<file path="config.mk">
export PLATFORM = sky130hd
export DESIGN_NAME = cpu_sequencer
export DESIGN_NICKNAME = d
export VERILOG_FILES = /design/src/rtl/cpu_sequencer.sv
export SDC_FILE = /design/constraint.sdc
export NUM_CORES = 1
export LEC_CHECK = 0
export BUFFER_PORTS_ARGS = -buffer_cell sky130_fd_sc_hd__buf_2
export CAP_MARGIN = 20
export CORE_ASPECT_RATIO = 0.9
export CORE_MARGIN = 5
export CORE_UTILIZATION = 55
export CTS_CLUSTER_SIZE = 20
export DETAILED_ROUTE_END_ITERATION = 8
export PLACE_DENSITY_LB_ADDON = 0.15
export SYNTH_ARGS = -nofsm -noshare
export SYNTH_HDL_FRONTEND = slang
export SYNTH_SLANG_ARGS = --single-unit
</file>
<file path="constraint.sdc">
create_clock -name CLK100MHZ -period 2.28 [get_ports CLK100MHZ]
set_clock_uncertainty 0.1 [all_clocks]
set_input_delay 0.228 -clock CLK100MHZ [delete_from_list [all_inputs] [get_ports CLK100MHZ]]
set_output_delay 0.228 -clock CLK100MHZ [all_outputs]
set_load 0.02 [all_outputs]
</file>
<file path="src/rtl/cpu_sequencer.sv">
// rtl/cpu_sequencer.sv - RV32I multi-cycle phase sequencer owning pc and instret
// Optional single-step debug support is compiled in with `define SINGLE_STEP_EN.
module cpu_sequencer #(
    parameter logic [31:0] RESET_PC    = 32'h0000_0000,
    parameter int          MEM_TIMEOUT = 255
) (
    input  logic        CLK100MHZ,
    input  logic        CPU_RESETN,
    input  logic        mem_ready,
    input  logic        is_load,
    input  logic        is_store,
    input  logic        illegal,
    input  logic        taken_branch,
    input  logic [31:0] branch_target,
    input  logic        halt_req,
`ifdef SINGLE_STEP_EN
    input  logic        step_mode,
    input  logic        step_req,
`endif
    output logic [2:0]  state,
    output logic [31:0] pc,
    output logic        fetch_en,
    output logic        mem_en,
    output logic        wb_en,
    output logic        halted,
    output logic [1:0]  fault,
    output logic [31:0] instret
);

    typedef enum logic [2:0] {
        S_FETCH  = 3'd1,
        S_DECODE = 3'd2,
        S_READ   = 3'd3,
        S_EXEC   = 3'd4,
        S_MEM    = 3'd5,
        S_WB     = 3'd6,
        S_HALT   = 3'd7
    } state_t;

    localparam logic [1:0] FAULT_NONE     = 2'd0;
    localparam logic [1:0] FAULT_ILLEGAL  = 2'd1;
    localparam logic [1:0] FAULT_MISALIGN = 2'd2;
    localparam logic [1:0] FAULT_TIMEOUT  = 2'd3;
    localparam logic [7:0] WAIT_LAST      = 8'(MEM_TIMEOUT - 1);

    state_t      state_q;
    state_t      state_d;
    logic        active;
    logic [7:0]  wait_cnt;
    logic        wait_last;
    logic [31:0] next_pc;
    logic [31:0] next_pc_d;
    logic [1:0]  fault_d;
    logic        commit;

    assign state     = state_q;
    assign wait_last = (wait_cnt == WAIT_LAST);

`ifdef SINGLE_STEP_EN
    logic step_d1;
    logic step_d2;
    logic step_rise;

    always_ff @(posedge CLK100MHZ or negedge CPU_RESETN) begin
        if (!CPU_RESETN) begin
            step_d1 <= 1'b0;
            step_d2 <= 1'b0;
        end else begin
            step_d1 <= step_req;
            step_d2 <= step_d1;
        end
    end

    assign step_rise = step_d1 & ~step_d2;
`endif

    always_comb begin
        state_d   = state_q;
        fault_d   = fault;
        next_pc_d = next_pc;
        commit    = 1'b0;
        if (!active) begin
            // The reset value of state reads as FETCH, but the real first
            // fetch cycle starts on the first edge after reset release.
            state_d = S_FETCH;
        end else begin
            case (state_q)
                S_FETCH: begin
                    if (mem_ready) begin
                        state_d = S_DECODE;
                    end else if (wait_last) begin
                        state_d = S_HALT;
                        fault_d = FAULT_TIMEOUT;
                    end
                end
                S_DECODE: begin
                    if (illegal) begin
                        state_d = S_HALT;
                        fault_d = FAULT_ILLEGAL;
                    end else begin
                        state_d = S_READ;
                    end
                end
                S_READ: state_d = S_EXEC;
                S_EXEC: begin
                    next_pc_d = taken_branch ? branch_target : pc + 32'd4;
                    if (taken_branch && (branch_target[1:0] != 2'b00)) begin
                        state_d = S_HALT;
                        fault_d = FAULT_MISALIGN;
                    end else if (is_load || is_store) begin
                        state_d = S_MEM;
                    end else begin
                        state_d = S_WB;
                    end
                end
                S_MEM: begin
                    if (mem_ready) begin
                        state_d = S_WB;
                    end else if (wait_last) begin
                        state_d = S_HALT;
                        fault_d = FAULT_TIMEOUT;
                    end
                end
                S_WB: begin
                    commit = 1'b1;
`ifdef SINGLE_STEP_EN
                    state_d = (halt_req || step_mode) ? S_HALT : S_FETCH;
`else
                    state_d = halt_req ? S_HALT : S_FETCH;
`endif
                end
                S_HALT: begin
                    // A faulted core stays here until reset.
                    if (fault == FAULT_NONE) begin
`ifdef SINGLE_STEP_EN
                        if (step_mode) begin
                            if (step_rise) begin
                                state_d = S_FETCH;
                            end
                        end else if (!halt_req) begin
                            state_d = S_FETCH;
                        end
`else
                        if (!halt_req) begin
                            state_d = S_FETCH;
                        end
`endif
                    end
                end
                default: state_d = S_HALT;
            endcase
        end
    end

    always_ff @(posedge CLK100MHZ or negedge CPU_RESETN) begin
        if (!CPU_RESETN) begin
            state_q  <= S_FETCH;
            active   <= 1'b0;
            fetch_en <= 1'b0;
            mem_en   <= 1'b0;
            wb_en    <= 1'b0;
            halted   <= 1'b0;
            fault    <= FAULT_NONE;
            pc       <= RESET_PC;
            next_pc  <= RESET_PC;
            instret  <= 32'd0;
            wait_cnt <= 8'd0;
        end else begin
            active   <= 1'b1;
            state_q  <= state_d;
            fetch_en <= (state_d == S_FETCH);
            mem_en   <= (state_d == S_MEM);
            wb_en    <= (state_d == S_WB);
            halted   <= (state_d == S_HALT);
            fault    <= fault_d;
            next_pc  <= next_pc_d;
            if (commit) begin
                pc      <= next_pc;
                instret <= instret + 32'd1;
            end
            // FETCH->FETCH and MEM->MEM only happen on a wait cycle; any
            // fresh entry into either phase restarts the count.
            if (active && (state_d == state_q) &&
                ((state_d == S_FETCH) || (state_d == S_MEM))) begin
                wait_cnt <= wait_cnt + 8'd1;
            end else begin
                wait_cnt <= 8'd0;
            end
        end
    end

endmodule

</file>
* Word-level counts from Yosys, hierarchy flattened
Index checks and enable logic that the tools add are counted.
** Cells by class
- Multiplexer cells :: 20
- Add/subtract/negate cells :: 3
- Reductions and logical operators :: 11
- Equal/unequal tests :: 17
** Operators with widths (count)
- 32-bit by 1-bit adder with 32-bit output (second input constant) :: 1
- 32-bit by 3-bit adder with 32-bit output (second input constant) :: 1
- 32-bit two-way mux :: 1
- 3-bit two-way mux :: 8
- 3-bit equality test (second input constant) :: 7
- 3-bit case mux with 7 select lines :: 1
- 2-bit two-way mux :: 6
- 8-bit by 1-bit adder with 8-bit output (second input constant) :: 1
- 8-bit equality test (second input constant) :: 1
- 8-bit two-way mux :: 1
- 3-bit by 1-bit equality test with 1-bit output (second input constant) :: 2
- 3-bit by 2-bit equality test with 1-bit output (second input constant) :: 2
- 2-bit != test (second input constant) :: 3
- 2-bit case mux with 3 select lines :: 1
- 6-bit AND reduction :: 1
- 3-bit equality test :: 1
- 1-bit logical AND :: 3
- 3-bit nonzero test :: 1
- 2-bit logical NOT :: 1
- 1-bit logical OR :: 2
- 1-bit two-way mux :: 2
- 2-bit by 1-bit != test with 1-bit output (second input constant) :: 1
- 2-bit AND reduction :: 1
- 2-bit nonzero test :: 1
- 2-bit OR reduction :: 1
** Storage, ports and cells
- Input port bits :: 40
- Register bits :: 114
- Logic and storage cells :: 62
- Output and inout port bits :: 73

* Longest topological paths before layout
Gate-level depths: netlist of the first run.
- Depth in word-level cells :: 9
- Mapped depth :: 7
- Mapped depth without buffers :: 6

* Worst setup path after synthesis of the first run
OpenSTA, ideal clock, no wires.
- Path type :: reg-to-reg
- From :: reg pc[2]
- To :: reg next_pc[20]
- Setup slack :: 0.174 ns
- Buffers on the path :: 0
- Data arrival time :: 1.883 ns
- Cell stages (with the launch flop) :: 7
- Cells stage by stage :: dfrtp_1 ha_1 nand3_4 or4_4 o31a_1 nor3_1 o21ai_1
** On the way
- Longest elaborated chain between the ends :: 2
** RTL lines
- start, declared :: RTL line 21 : output logic [31:0] pc,
- start signal, assigned :: RTL line 178 : pc <= next_pc;
- 32-bit by 3-bit adder with 32-bit output :: RTL line 106 : next_pc_d = taken_branch ? branch_target : pc + 32'd4;
- 32-bit two-way mux :: RTL line 106
- end signal, assigned :: RTL line 176 : next_pc <= next_pc_d;
- end, declared :: RTL line 51 : logic [31:0] next_pc;
No other way between the ends.
A chain may end at the register's enable or synchronous reset.

* Final worst setup path of the first run
Ends and elaborated chain as after synthesis.

==> flow_results.xml, run 1 <==
<?xml version="1.0" encoding="UTF-8"?>
<metrics>
  <group name="floorplan">
    <metric name="die_area" unit="mm²">0.0123</metric>
    <metric name="chipHeight" unit="µm">106</metric>
    <metric name="boundaryPins" unit="">113</metric>
    <metric name="floorplan.initialDensity" unit="%">57.0</metric>
    <metric name="num_rows" unit="">34</metric>
    <metric name="die-width" unit="µm">116</metric>
    <metric name="core_area" unit="mm²">0.00978</metric>
  </group>
  <group name="global_route">
    <metric name="grt_start_max_net_pins" unit="">58</metric>
    <metric name="antenna_violations_before_repair" unit="">0</metric>
    <metric name="globalRoute.totalOverflow" unit="">0</metric>
    <metric name="grt_first_pass_wirelength" unit="µm">23800</metric>
    <metric name="top_usage_layer" unit="">met2</metric>
    <metric name="first_global_vias" unit="">4751</metric>
    <metric name="groute.usage.overall" unit="%">24.3</metric>
    <metric name="grt_util_met2" unit="%">37.9</metric>
    <metric name="gr-usage-met3" unit="%">6.65</metric>
    <metric name="grt_util_met1" unit="%">33.7</metric>
  </group>
  <group name="critical_path">
    <metric name="critical_path_peak_fanout" unit="">6</metric>
    <metric name="cp-end-kind" unit="">flop</metric>
    <metric name="critical_path_source_type" unit="">flop</metric>
    <metric name="arr_time_crit_path" unit="ns">2.31</metric>
    <metric name="timing.critical_path.required" unit="ns">2.47</metric>
    <metric name="criticalPathCategory" unit="">reg -&gt; reg</metric>
  </group>
  <group name="sta">
    <metric name="post-route-worst-setup-slack" unit="ns">0.154</metric>
    <metric name="final-setup-viol-count" unit="">0</metric>
    <metric name="fmax" unit="GHz">0.470</metric>
    <metric name="timing.final.max_slew_violations" unit="">0</metric>
    <metric name="timing.final.hold_violations" unit="">0</metric>
    <metric name="setup_tns" unit="ns">0</metric>
    <metric name="fin_crit" unit="ns">2.13</metric>
    <metric name="rsz_0062_raised_after_global_routing" unit="">false</metric>
    <metric name="slew_headroom" unit="%">67.0</metric>
    <metric name="timing.hold.ws" unit="ns">0.0150</metric>
    <metric name="timing.final.crit_share" unit="%">93.2</metric>
    <metric name="worstMarginPinSlew" unit="ns">0.492</metric>
  </group>
  <group name="clocking">
    <metric name="clockBufferDepth" unit="">2</metric>
    <metric name="ctsHtreeMaxLevel" unit="">4</metric>
    <metric name="root_buffer_master" unit="">sky130_fd_sc_hd__clkbuf_16</metric>
    <metric name="worst_setup_hold_path_clk_slew" unit="ns">0.05</metric>
    <metric name="clk_latency" unit="ns">0.41</metric>
    <metric name="tritoncts" unit="">done</metric>
    <metric name="tritoncts.num_buffers" unit="">17</metric>
    <metric name="ctsResizeCount" unit="">0</metric>
    <metric name="numClockSinks" unit="">114</metric>
  </group>
  <group name="hold_path">
    <metric name="hp-class" unit="">in -&gt; reg</metric>
  </group>
  <group name="synthesis">
    <metric name="ys_ff_latch" unit="">114</metric>
    <metric name="synth_edf_count" unit="">0</metric>
    <metric name="dominantRegCellSynth" unit="">sky130_fd_sc_hd__dfrtp_1</metric>
    <metric name="ys_types" unit="">53</metric>
    <metric name="async_flop_share" unit="%">100</metric>
    <metric name="ys_top_cells_by_area" unit="">sky130_fd_sc_hd__dfrtp_1 51%, sky130_fd_sc_hd__nand2_1 9.2%, sky130_fd_sc_hd__xor2_1 5.5%, sky130_fd_sc_hd__xnor2_1 4.2%, sky130_fd_sc_hd__nor2_1 3.0%</metric>
    <metric name="netlist_instances" unit="">586</metric>
    <metric name="synth_top_area_share" unit="%">50.7</metric>
    <metric name="synth.net_count" unit="">630</metric>
    <metric name="synthesis.yosys.warnings" unit="">0</metric>
    <metric name="seq_area_frac_synth" unit="%">51.1</metric>
    <metric name="postSynthAreaPerCell" unit="µm²">9.52</metric>
    <metric name="mappedNetlistArea" unit="mm²">0.00558</metric>
    <metric name="synth_top_cell_by_area" unit="">sky130_fd_sc_hd__dfrtp_1</metric>
  </group>
  <group name="finish">
    <metric name="final_nets" unit="">763</metric>
    <metric name="final.fill_count" unit="">721</metric>
    <metric name="final_common_cell" unit="">sky130_fd_sc_hd__nand2_1</metric>
    <metric name="utilization" unit="%">72.0</metric>
    <metric name="antennaDiodeCount" unit="">0</metric>
    <metric name="synthToLayoutAreaGrowth" unit="%">26.3</metric>
    <metric name="final_layout_size_suffix_gt1_share" unit="%">23.4</metric>
    <metric name="layout.cells.most_common_list" unit="">137 x sky130_fd_sc_hd__nand2_1, 113 x sky130_fd_sc_hd__dfrtp_1, 111 x sky130_fd_sc_hd__buf_2</metric>
  </group>
  <group name="detailed_routing">
    <metric name="drtIter0Drc" unit="">498</metric>
    <metric name="num_vias" unit="">4849</metric>
    <metric name="drt-vias-per-instance" unit="">5.65</metric>
    <metric name="residual_antenna_violating_net_count_after_detailed_routing" unit="">0</metric>
    <metric name="remaining_drc_errors" unit="">0</metric>
    <metric name="routed_wl" unit="µm">14500</metric>
    <metric name="avgRoutedWirePerCell" unit="µm">16.9</metric>
    <metric name="drt_pre_antenna_iters" unit="">5</metric>
  </group>
  <group name="power">
    <metric name="p_per_area" unit="mW/mm²">1010</metric>
    <metric name="vdd.ir_drop.worst" unit="V">0.000835</metric>
    <metric name="cellLeakagePower" unit="nW">3.56</metric>
  </group>
  <group name="place">
    <metric name="port-buffer-count" unit="">112</metric>
    <metric name="finalWeightedCongestion" unit="">0.811</metric>
    <metric name="detailedPlacementHpwl" unit="µm">9580</metric>
    <metric name="dp_slack" unit="ns">0.179</metric>
  </group>
  <group name="flow_run">
    <metric name="cap_viol_max_count" unit="">0</metric>
  </group>
  <group name="status">
    <metric name="run_status" unit="">finished, final reports clean</metric>
  </group>
</metrics>
==> critical path, cell delays in order, from the launching register on <==
cell	delay [ns]
sky130_fd_sc_hd__dfrtp_1	0.43
sky130_fd_sc_hd__ha_1	0.26
sky130_fd_sc_hd__nand3_4	0.14
sky130_fd_sc_hd__or4_4	0.58
sky130_fd_sc_hd__o31a_1	0.25
sky130_fd_sc_hd__nor3_1	0.16
sky130_fd_sc_hd__o21ai_1	0.08
==> state kept, by name (all words and copies together) (netlist names) <==
signal    flops
fault         2
halted        1
next_pc      32
mem_en        1
instret      32
active        1
pc           32
fetch_en      1
state         3
wait_cnt      8
wb_en         1
==> stage by stage <==
step,cell area [µm²],total power [mW],cells
detailed placement,6300,4.36,813
finish,7050,7.10,858
global route,7050,7.47,858
global placement,6300,4.29,813
floorplan,5580,3.82,586
CTS,7050,7.13,858
==> final timing paths <==
path                              startpoint     endpoint  slack [ns]  cells past startpoint
max reg2reg                            pc[2]  next_pc[20]        0.15                      6
max                                    pc[2]  next_pc[20]        0.15                      6
min reg2reg                       next_pc[1]        pc[1]        0.37                      2
max in group asynchronous         CPU_RESETN   instret[2]        1.13                      3
min in group asynchronous         CPU_RESETN  instret[21]        0.22                      2
min                        branch_target[18]  next_pc[18]        0.01                      3
==> cell families after synthesis <==
group | count (synthesis) | share of synthesized area [%]
buffers and inverters | 33 | 2.89
other | 1 | 0.0672
flip-flops | 114 | 51.1
multiplexers | 4 | 0.717
XOR/XNOR | 62 | 9.73
AO/OA/AOI/OAI | 87 | 9.30
AND/OR/NAND/NOR | 281 | 25.3
adder cells (fa/ha/maj) | 4 | 0.897
==> cell type report <==
class / instances / area [µm²] / share of cell area (%)
clock buffers: 23 / 488 / 6.92
multi-input cells: 439 / 2570 / 36.5
inverters: 9 / 33.8 / 0.479
repair buffers: 138 / 816 / 11.6
clock inverters: 9 / 128 / 1.81
flip-flops and latches: 114 / 2850 / 40.5
well taps: 126 / 158 / 2.24
==> power breakdown <==
part | internal, mW | total (mW) | switching [mW]
Clock | 1.83 | 2.73 | 0.900
Combinational | 0.561 | 1.39 | 0.826
Sequential | 2.51 | 2.99 | 0.486
==> what timing repair did <==
item / CTS / global route
endpoints found under the hold margin: 45 / 0
setup buffers: 0 / 0
hold buffers: 13 / 0
==> cell usage after synthesis (all sizes together) (8+ instances only) <==
cell type,number
nor2,47
a21oi,23
nand3,26
dfrtp,113
and3,11
xnor2,27
xor2,35
and4,8
inv,9
clkbuf,14
o22ai,13
buf,10
nand4,21
nand2,137
nor3,12
o21ai,31
==> per-layer routing <==
layer	share of wire (%)	vias up
met1	42	2366
met3	7.8	14
li1	-	2287
met4	1.3	0
met5	0	-
met2	49	182
No activity file was read; power rests on OpenSTA's default activity.
==> run 2, diff against run 1 <==
--- a/config.mk
+++ b/config.mk
@@ -9,7 +9,7 @@
 export CAP_MARGIN = 20
 export CORE_ASPECT_RATIO = 0.9
 export CORE_MARGIN = 5
-export CORE_UTILIZATION = 55
+export CORE_UTILIZATION = 29
 export CTS_CLUSTER_SIZE = 20
 export DETAILED_ROUTE_END_ITERATION = 8
 export PLACE_DENSITY_LB_ADDON = 0.15
==> run 2 against run 1 <==
Worst setup slack gained 0.067 ns. First-iteration DRC count decreased by 38%. Critical path depth is the same. Via count down 2.4%. Core utilization down 34 points. Clock power decreased by 2%. Flip-flop and latch count unchanged.
==> flow_results.xml, run 2 (synthesis results as in run 1) <==
<?xml version="1.0" encoding="UTF-8"?>
<metrics>
  <group name="finish">
    <metric name="stdcell_area" unit="mm²">0.00726</metric>
    <metric name="final.fill_count" unit="">1941</metric>
    <metric name="antennaDiodeCount" unit="">0</metric>
    <metric name="utilization" unit="%">38.1</metric>
    <metric name="final_nets" unit="">771</metric>
    <metric name="synthToLayoutAreaGrowth" unit="%">30.1</metric>
    <metric name="final_layout_size_suffix_gt1_share" unit="%">23.9</metric>
    <metric name="final_common_cell" unit="">sky130_fd_sc_hd__nand2_1</metric>
    <metric name="layout.cells.most_common_list" unit="">137 x sky130_fd_sc_hd__nand2_1, 113 x sky130_fd_sc_hd__dfrtp_1, 111 x sky130_fd_sc_hd__buf_2</metric>
    <metric name="largestRegisters" unit="">instret x32, next_pc x32, pc x32</metric>
  </group>
  <group name="sta">
    <metric name="rsz_0062_raised_after_global_routing" unit="">false</metric>
    <metric name="timing.final.crit_share" unit="%">90.3</metric>
    <metric name="worstMarginPinSlew" unit="ns">0.618</metric>
    <metric name="slew_headroom" unit="%">58.8</metric>
    <metric name="fmax" unit="GHz">0.486</metric>
    <metric name="final-setup-viol-count" unit="">0</metric>
    <metric name="timing.final.hold_violations" unit="">0</metric>
    <metric name="timing.final.max_slew_violations" unit="">0</metric>
    <metric name="setup_tns" unit="ns">0</metric>
    <metric name="fin_crit" unit="ns">2.06</metric>
  </group>
  <group name="floorplan">
    <metric name="die_area" unit="mm²">0.0221</metric>
    <metric name="boundaryPins" unit="">113</metric>
    <metric name="die-width" unit="µm">156</metric>
    <metric name="num_rows" unit="">48</metric>
    <metric name="floorplan.initialDensity" unit="%">29.3</metric>
    <metric name="core_area" unit="mm²">0.0190</metric>
    <metric name="chipHeight" unit="µm">142</metric>
  </group>
  <group name="detailed_routing">
    <metric name="routed_wl" unit="µm">16000</metric>
    <metric name="drtIter0Drc" unit="">310</metric>
    <metric name="residual_antenna_violating_net_count_after_detailed_routing" unit="">0</metric>
    <metric name="drt-vias-per-instance" unit="">4.78</metric>
    <metric name="drt_pre_antenna_iters" unit="">4</metric>
    <metric name="remaining_drc_errors" unit="">0</metric>
    <metric name="num_vias" unit="">4733</metric>
    <metric name="avgRoutedWirePerCell" unit="µm">16.1</metric>
  </group>
  <group name="critical_path">
    <metric name="criticalPathCategory" unit="">reg -&gt; reg</metric>
    <metric name="r2r-start" unit="">pc[3]</metric>
    <metric name="cpPeakStageDelay" unit="ns">0.58</metric>
    <metric name="timing.critical_path.slowest_stage_cell" unit="">sky130_fd_sc_hd__or4_4</metric>
    <metric name="timing.critical_path.required" unit="ns">2.47</metric>
    <metric name="crit_path_start" unit="">pc[3]</metric>
    <metric name="cp_cell_sequence" unit="">ha_1 -&gt; nand3_4 -&gt; or4_4 -&gt; o31a_1 -&gt; nor3_1 -&gt; o21ai_1</metric>
    <metric name="arr_time_crit_path" unit="ns">2.25</metric>
    <metric name="critical_path_peak_fanout" unit="">6</metric>
    <metric name="cp-end-kind" unit="">flop</metric>
    <metric name="critical_path_source_type" unit="">flop</metric>
  </group>
  <group name="clocking">
    <metric name="ctsHtreeMaxLevel" unit="">4</metric>
    <metric name="ctsResizeCount" unit="">0</metric>
    <metric name="root_buffer_master" unit="">sky130_fd_sc_hd__clkbuf_16</metric>
    <metric name="clk_latency" unit="ns">0.42</metric>
    <metric name="tritoncts" unit="">done</metric>
    <metric name="clockBufferDepth" unit="">2</metric>
    <metric name="worst_setup_hold_path_clk_slew" unit="ns">0.05</metric>
    <metric name="numClockSinks" unit="">114</metric>
    <metric name="tritoncts.num_buffers" unit="">17</metric>
  </group>
  <group name="global_route">
    <metric name="grt_first_pass_wirelength" unit="µm">26200</metric>
    <metric name="groute.usage.overall" unit="%">15.0</metric>
    <metric name="grt_start_max_net_pins" unit="">48</metric>
    <metric name="first_global_vias" unit="">4807</metric>
    <metric name="antenna_violations_before_repair" unit="">0</metric>
    <metric name="globalRoute.totalOverflow" unit="">0</metric>
  </group>
  <group name="place">
    <metric name="port-buffer-count" unit="">112</metric>
    <metric name="detailedPlacementHpwl" unit="µm">11400</metric>
    <metric name="finalWeightedCongestion" unit="">0.745</metric>
    <metric name="postPlaceCellArea" unit="mm²">0.00654</metric>
  </group>
  <group name="hold_path">
    <metric name="min-delay-start" unit="">branch_target[5]</metric>
    <metric name="hp-class" unit="">in -&gt; reg</metric>
  </group>
  <group name="power">
    <metric name="cellLeakagePower" unit="nW">3.59</metric>
    <metric name="p_per_area" unit="mW/mm²">975</metric>
    <metric name="vdd.ir_drop.worst" unit="V">0.000462</metric>
  </group>
  <group name="status">
    <metric name="run_status" unit="">finished, final reports clean</metric>
  </group>
  <group name="flow_run">
    <metric name="cap_viol_max_count" unit="">0</metric>
  </group>
</metrics>
[run 2: cell count changes in the layout (fill, tap and decap cells not counted)]
| cell | previous run | this run |
|---|---|---|
| sky130_fd_sc_hd__clkinv_2 | 3 | 4 |
| sky130_fd_sc_hd__clkbuf_8 | 4 | 1 |
| sky130_fd_sc_hd__clkinv_4 | 0 | 1 |
| sky130_fd_sc_hd__clkbuf_1 | 2 | 4 |
| sky130_fd_sc_hd__clkinvlp_4 | 3 | 2 |
| sky130_fd_sc_hd__buf_12 | 2 | 4 |
| sky130_fd_sc_hd__buf_4 | 12 | 18 |
[run 2: layer usage]
layer / GRT usage, % / wire length, µm
met1: 21.0 / 7560
met2: 22.4 / 7200
met3: 4.76 / 1090
met4: 4.11 / 111
met5: 0 / 0
[run 2: layout make-up]
class                      instances  area (µm²)  share of cell area, %
sequential                       114        2850                   39.3
multi-input combinational        439        2570                   35.4
timing repair buffer             146         901                   12.4
clock buffer                      22         454                   6.25
tap                              250         313                   4.31
clock inverter                    10         134                   1.84
inverter                           9        33.8                  0.465
[run 2: worst paths after layout]
check                              end  slack [ns]  depth (start not counted)
setup / recovery           next_pc[20]        0.22                          6
hold / removal              next_pc[5]        0.02                          3
setup reg to reg           next_pc[20]        0.22                          6
hold reg to reg                 pc[27]        0.36                          2
max in group asynchronous     state[0]        1.04                          3
min in group asynchronous  instret[22]        0.26                          2
[run 2: repair_timing]
item	4_1_cts	5_1_grt
hold buffers	13	0
endpoints found under the hold margin	52	0
setup buffers	0	0
[run 2: stage by stage]
stage               cells  setup slack (ns)  hold slack [ns]  total power [mW]
floorplan             586             0.174           -0.168              3.82
global placement      945             0.235            0.178              4.38
detailed placement    945             0.221            0.183              4.43
CTS                   990             0.209          0.00285              7.18
global route          990            0.0629           0.0264              7.51
finish                990             0.221           0.0160              7.08
[run 2: report_power, final]
group | leakage (nW) | switching (mW) | total (mW) | internal, mW
Sequential | 1.49 | 0.466 | 2.97 | 2.51
Combinational | 1.81 | 0.847 | 1.43 | 0.578
Clock | 0.284 | 0.942 | 2.68 | 1.74
[run 2: worst max-delay path, delay by kind of cell, from the launching register on]
family	cells	cell delay [ns]
AND/OR/NAND/NOR	3	0.87
flip-flops	1	0.39
AO/OA/AOI/OAI	2	0.33
adder cells (fa/ha/maj)	1	0.25
==> run 3, diff against run 2 <==
--- a/config.mk
+++ b/config.mk
@@ -7,12 +7,14 @@
 export LEC_CHECK = 0
 export BUFFER_PORTS_ARGS = -buffer_cell sky130_fd_sc_hd__buf_2
 export CAP_MARGIN = 20
+export CELL_PAD_IN_SITES_DETAIL_PLACEMENT = 1
+export CELL_PAD_IN_SITES_GLOBAL_PLACEMENT = 2
 export CORE_ASPECT_RATIO = 0.9
 export CORE_MARGIN = 5
 export CORE_UTILIZATION = 29
 export CTS_CLUSTER_SIZE = 20
 export DETAILED_ROUTE_END_ITERATION = 8
-export PLACE_DENSITY_LB_ADDON = 0.15
+export PLACE_DENSITY_LB_ADDON = 0.08
 export SYNTH_ARGS = -nofsm -noshare
 export SYNTH_HDL_FRONTEND = slang
 export SYNTH_SLANG_ARGS = --single-unit
==> run 3 against run 2 <==
Die area unchanged. Maximum frequency decreased by 3.6%. Design area is 0.29% lower. Critical path type unchanged. Register-to-register slack got worse by 0.08 ns.
==> flow_results.xml, run 3 (synthesis results as in run 1) <==
<?xml version="1.0" encoding="UTF-8"?>
<metrics>
  <group name="status">
    <metric name="run_status" unit="">finished, final reports clean</metric>
  </group>
  <group name="detailed_routing">
    <metric name="remaining_drc_errors" unit="">0</metric>
    <metric name="drtIter0Drc" unit="">123</metric>
    <metric name="avgRoutedWirePerCell" unit="µm">17.0</metric>
    <metric name="residual_antenna_violating_net_count_after_detailed_routing" unit="">0</metric>
    <metric name="num_vias" unit="">4781</metric>
    <metric name="drt_pre_antenna_iters" unit="">4</metric>
    <metric name="routed_wl" unit="µm">16800</metric>
    <metric name="drt-vias-per-instance" unit="">4.83</metric>
  </group>
  <group name="critical_path">
    <metric name="worst_r2r_path_depth" unit="">6</metric>
    <metric name="timing.critical_path.slowest_stage_cell" unit="">sky130_fd_sc_hd__or4_4</metric>
    <metric name="critical_path_source_type" unit="">flop</metric>
    <metric name="timing.critical_path.required" unit="ns">2.47</metric>
    <metric name="criticalPathCategory" unit="">reg -&gt; reg</metric>
    <metric name="worst-r2r-setup-slack" unit="ns">0.15</metric>
    <metric name="r2r-start" unit="">pc[3]</metric>
    <metric name="cp_cell_sequence" unit="">ha_1 -&gt; nand3_4 -&gt; or4_4 -&gt; o31a_1 -&gt; nor3_1 -&gt; o21ai_1</metric>
    <metric name="capturing_point_of_the_worst_reg2reg_path" unit="">next_pc[20]</metric>
    <metric name="critical_path.n_buffers_inverters" unit="">0</metric>
    <metric name="arr_time_crit_path" unit="ns">2.33</metric>
    <metric name="critPathTopFamily" unit="">simple AND/OR/NAND/NOR gates</metric>
    <metric name="cpPeakStageDelay" unit="ns">0.59</metric>
    <metric name="critical_path_peak_fanout" unit="">6</metric>
    <metric name="cp-end-kind" unit="">flop</metric>
  </group>
  <group name="power">
    <metric name="p_per_area" unit="mW/mm²">968</metric>
    <metric name="vdd.ir_drop.worst" unit="V">0.000505</metric>
    <metric name="design_power_total" unit="mW">7.01</metric>
    <metric name="cellLeakagePower" unit="nW">3.60</metric>
  </group>
  <group name="sta">
    <metric name="timing.final.hold_violations" unit="">0</metric>
    <metric name="final-setup-viol-count" unit="">0</metric>
    <metric name="timing.final.crit_share" unit="%">93.6</metric>
    <metric name="setup_tns" unit="ns">0</metric>
    <metric name="slew_headroom" unit="%">65.4</metric>
    <metric name="post-route-worst-setup-slack" unit="ns">0.146</metric>
    <metric name="fin_crit" unit="ns">2.13</metric>
    <metric name="worstMarginPinSlew" unit="ns">0.514</metric>
    <metric name="timing.hold.ws" unit="ns">0.0132</metric>
    <metric name="fmax" unit="GHz">0.469</metric>
    <metric name="rsz_0062_raised_after_global_routing" unit="">false</metric>
    <metric name="timing.final.max_slew_violations" unit="">0</metric>
  </group>
  <group name="finish">
    <metric name="antennaDiodeCount" unit="">0</metric>
    <metric name="regArea" unit="mm²">0.00285</metric>
    <metric name="final.fill_count" unit="">2193</metric>
    <metric name="footprint_of_the_multi_input_gates" unit="mm²">0.00257</metric>
    <metric name="fin_cells" unit="">990</metric>
    <metric name="final_common_cell" unit="">sky130_fd_sc_hd__nand2_1</metric>
    <metric name="layout.cells.most_common_list" unit="">137 x sky130_fd_sc_hd__nand2_1, 113 x sky130_fd_sc_hd__dfrtp_1, 111 x sky130_fd_sc_hd__buf_2</metric>
    <metric name="final_nets" unit="">771</metric>
    <metric name="stdcell_area" unit="mm²">0.00724</metric>
    <metric name="final_layout_size_suffix_gt1_share" unit="%">24.5</metric>
    <metric name="synthToLayoutAreaGrowth" unit="%">29.7</metric>
    <metric name="utilization" unit="%">38.0</metric>
    <metric name="largestRegisters" unit="">instret x32, next_pc x32, pc x32</metric>
  </group>
  <group name="place">
    <metric name="finalWeightedCongestion" unit="">0.750</metric>
    <metric name="detailedPlacementHpwl" unit="µm">11900</metric>
    <metric name="dp_slack" unit="ns">0.154</metric>
    <metric name="port-buffer-count" unit="">112</metric>
    <metric name="postPlaceCellArea" unit="mm²">0.00656</metric>
    <metric name="place.detailed.instances" unit="">947</metric>
  </group>
  <group name="floorplan">
    <metric name="chipHeight" unit="µm">142</metric>
    <metric name="core_area" unit="mm²">0.0190</metric>
    <metric name="num_rows" unit="">48</metric>
    <metric name="die_area" unit="mm²">0.0221</metric>
    <metric name="floorplan.initialDensity" unit="%">29.3</metric>
    <metric name="die-width" unit="µm">156</metric>
    <metric name="boundaryPins" unit="">113</metric>
  </group>
  <group name="global_route">
    <metric name="groute.usage.overall" unit="%">15.8</metric>
    <metric name="first_global_vias" unit="">5001</metric>
    <metric name="grt_first_pass_wirelength" unit="µm">27600</metric>
    <metric name="antenna_violations_before_repair" unit="">1</metric>
    <metric name="globalRoute.totalOverflow" unit="">0</metric>
    <metric name="grt_start_max_net_pins" unit="">47</metric>
  </group>
  <group name="clocking">
    <metric name="numClockSinks" unit="">114</metric>
    <metric name="clockBufferDepth" unit="">2</metric>
    <metric name="tritoncts" unit="">done</metric>
    <metric name="post_cts_buffers" unit="">0</metric>
    <metric name="root_buffer_master" unit="">sky130_fd_sc_hd__clkbuf_16</metric>
    <metric name="ctsHtreeMaxLevel" unit="">4</metric>
    <metric name="clk_latency" unit="ns">0.42</metric>
    <metric name="ctsResizeCount" unit="">0</metric>
    <metric name="tritoncts.num_buffers" unit="">17</metric>
    <metric name="ctsHoldBuffers" unit="">11</metric>
    <metric name="worst_setup_hold_path_clk_slew" unit="ns">0.06</metric>
  </group>
  <group name="hold_path">
    <metric name="hp-class" unit="">in -&gt; reg</metric>
    <metric name="worst_hold_path.num_cells" unit="">3</metric>
    <metric name="hold-path-endpoint" unit="">next_pc[0]</metric>
    <metric name="min-delay-start" unit="">branch_target[0]</metric>
  </group>
  <group name="flow_run">
    <metric name="cap_viol_max_count" unit="">0</metric>
  </group>
</metrics>
[run 3: cell types whose count changed in the layout (fill, tap and decap cells not counted), sizes merged]
cell         before  now
clkinvlp          2    1
bufinv            3    2
clkinv            5    8
dlygate4sd3      13   11
buf             133  135
clkbuf           22   21
[run 3: worst max-delay path by stage]
stage / start / end / slack, ns / cells after the start
floorplan: pc[2] / next_pc[20] / 0.17 / 6
detailed placement: pc[3] / next_pc[20] / 0.15 / 6
CTS: pc[3] / next_pc[20] / 0.14 / 6
global placement: pc[3] / next_pc[20] / 0.25 / 6
global route: pc[3] / next_pc[20] / 0.06 / 6
finish: pc[3] / next_pc[20] / 0.15 / 6
[run 3: report_power, final]
part | internal (mW) | switching, mW
sequential | 2.50 | 0.437
combinational | 0.594 | 0.879
clock | 1.65 | 0.946
total | 4.75 | 2.26
[run 3: final cells by class]
| class | count | area share (%) |
|---|---|---|
| multi-input cells | 439 | 35.5 |
| repair buffers | 146 | 12.4 |
| clock inverters | 11 | 1.54 |
| inverters | 9 | 0.467 |
| clock buffers | 21 | 6.36 |
| flip-flops and latches | 114 | 39.4 |
| well taps | 250 | 4.32 |
[run 3: layer usage]
layer	vias up	global-route usage (%)	wire length, µm	part of all wire [%]
li1	2303	-	-	-
met1	2373	20.4	7630	45
met2	88	26.2	8240	49
met3	15	4.27	766	4.6
met4	2	4.34	159	0.95
met5	-	0	13	0.077
[run 3: worst register-to-register path: stages (launching register included)]
cell and delay (ns):
sky130_fd_sc_hd__dfrtp_1 0.43, sky130_fd_sc_hd__ha_1 0.28, sky130_fd_sc_hd__nand3_4 0.15, sky130_fd_sc_hd__or4_4 0.59, sky130_fd_sc_hd__o31a_1 0.25, sky130_fd_sc_hd__nor3_1 0.13
sky130_fd_sc_hd__o21ai_1 0.08
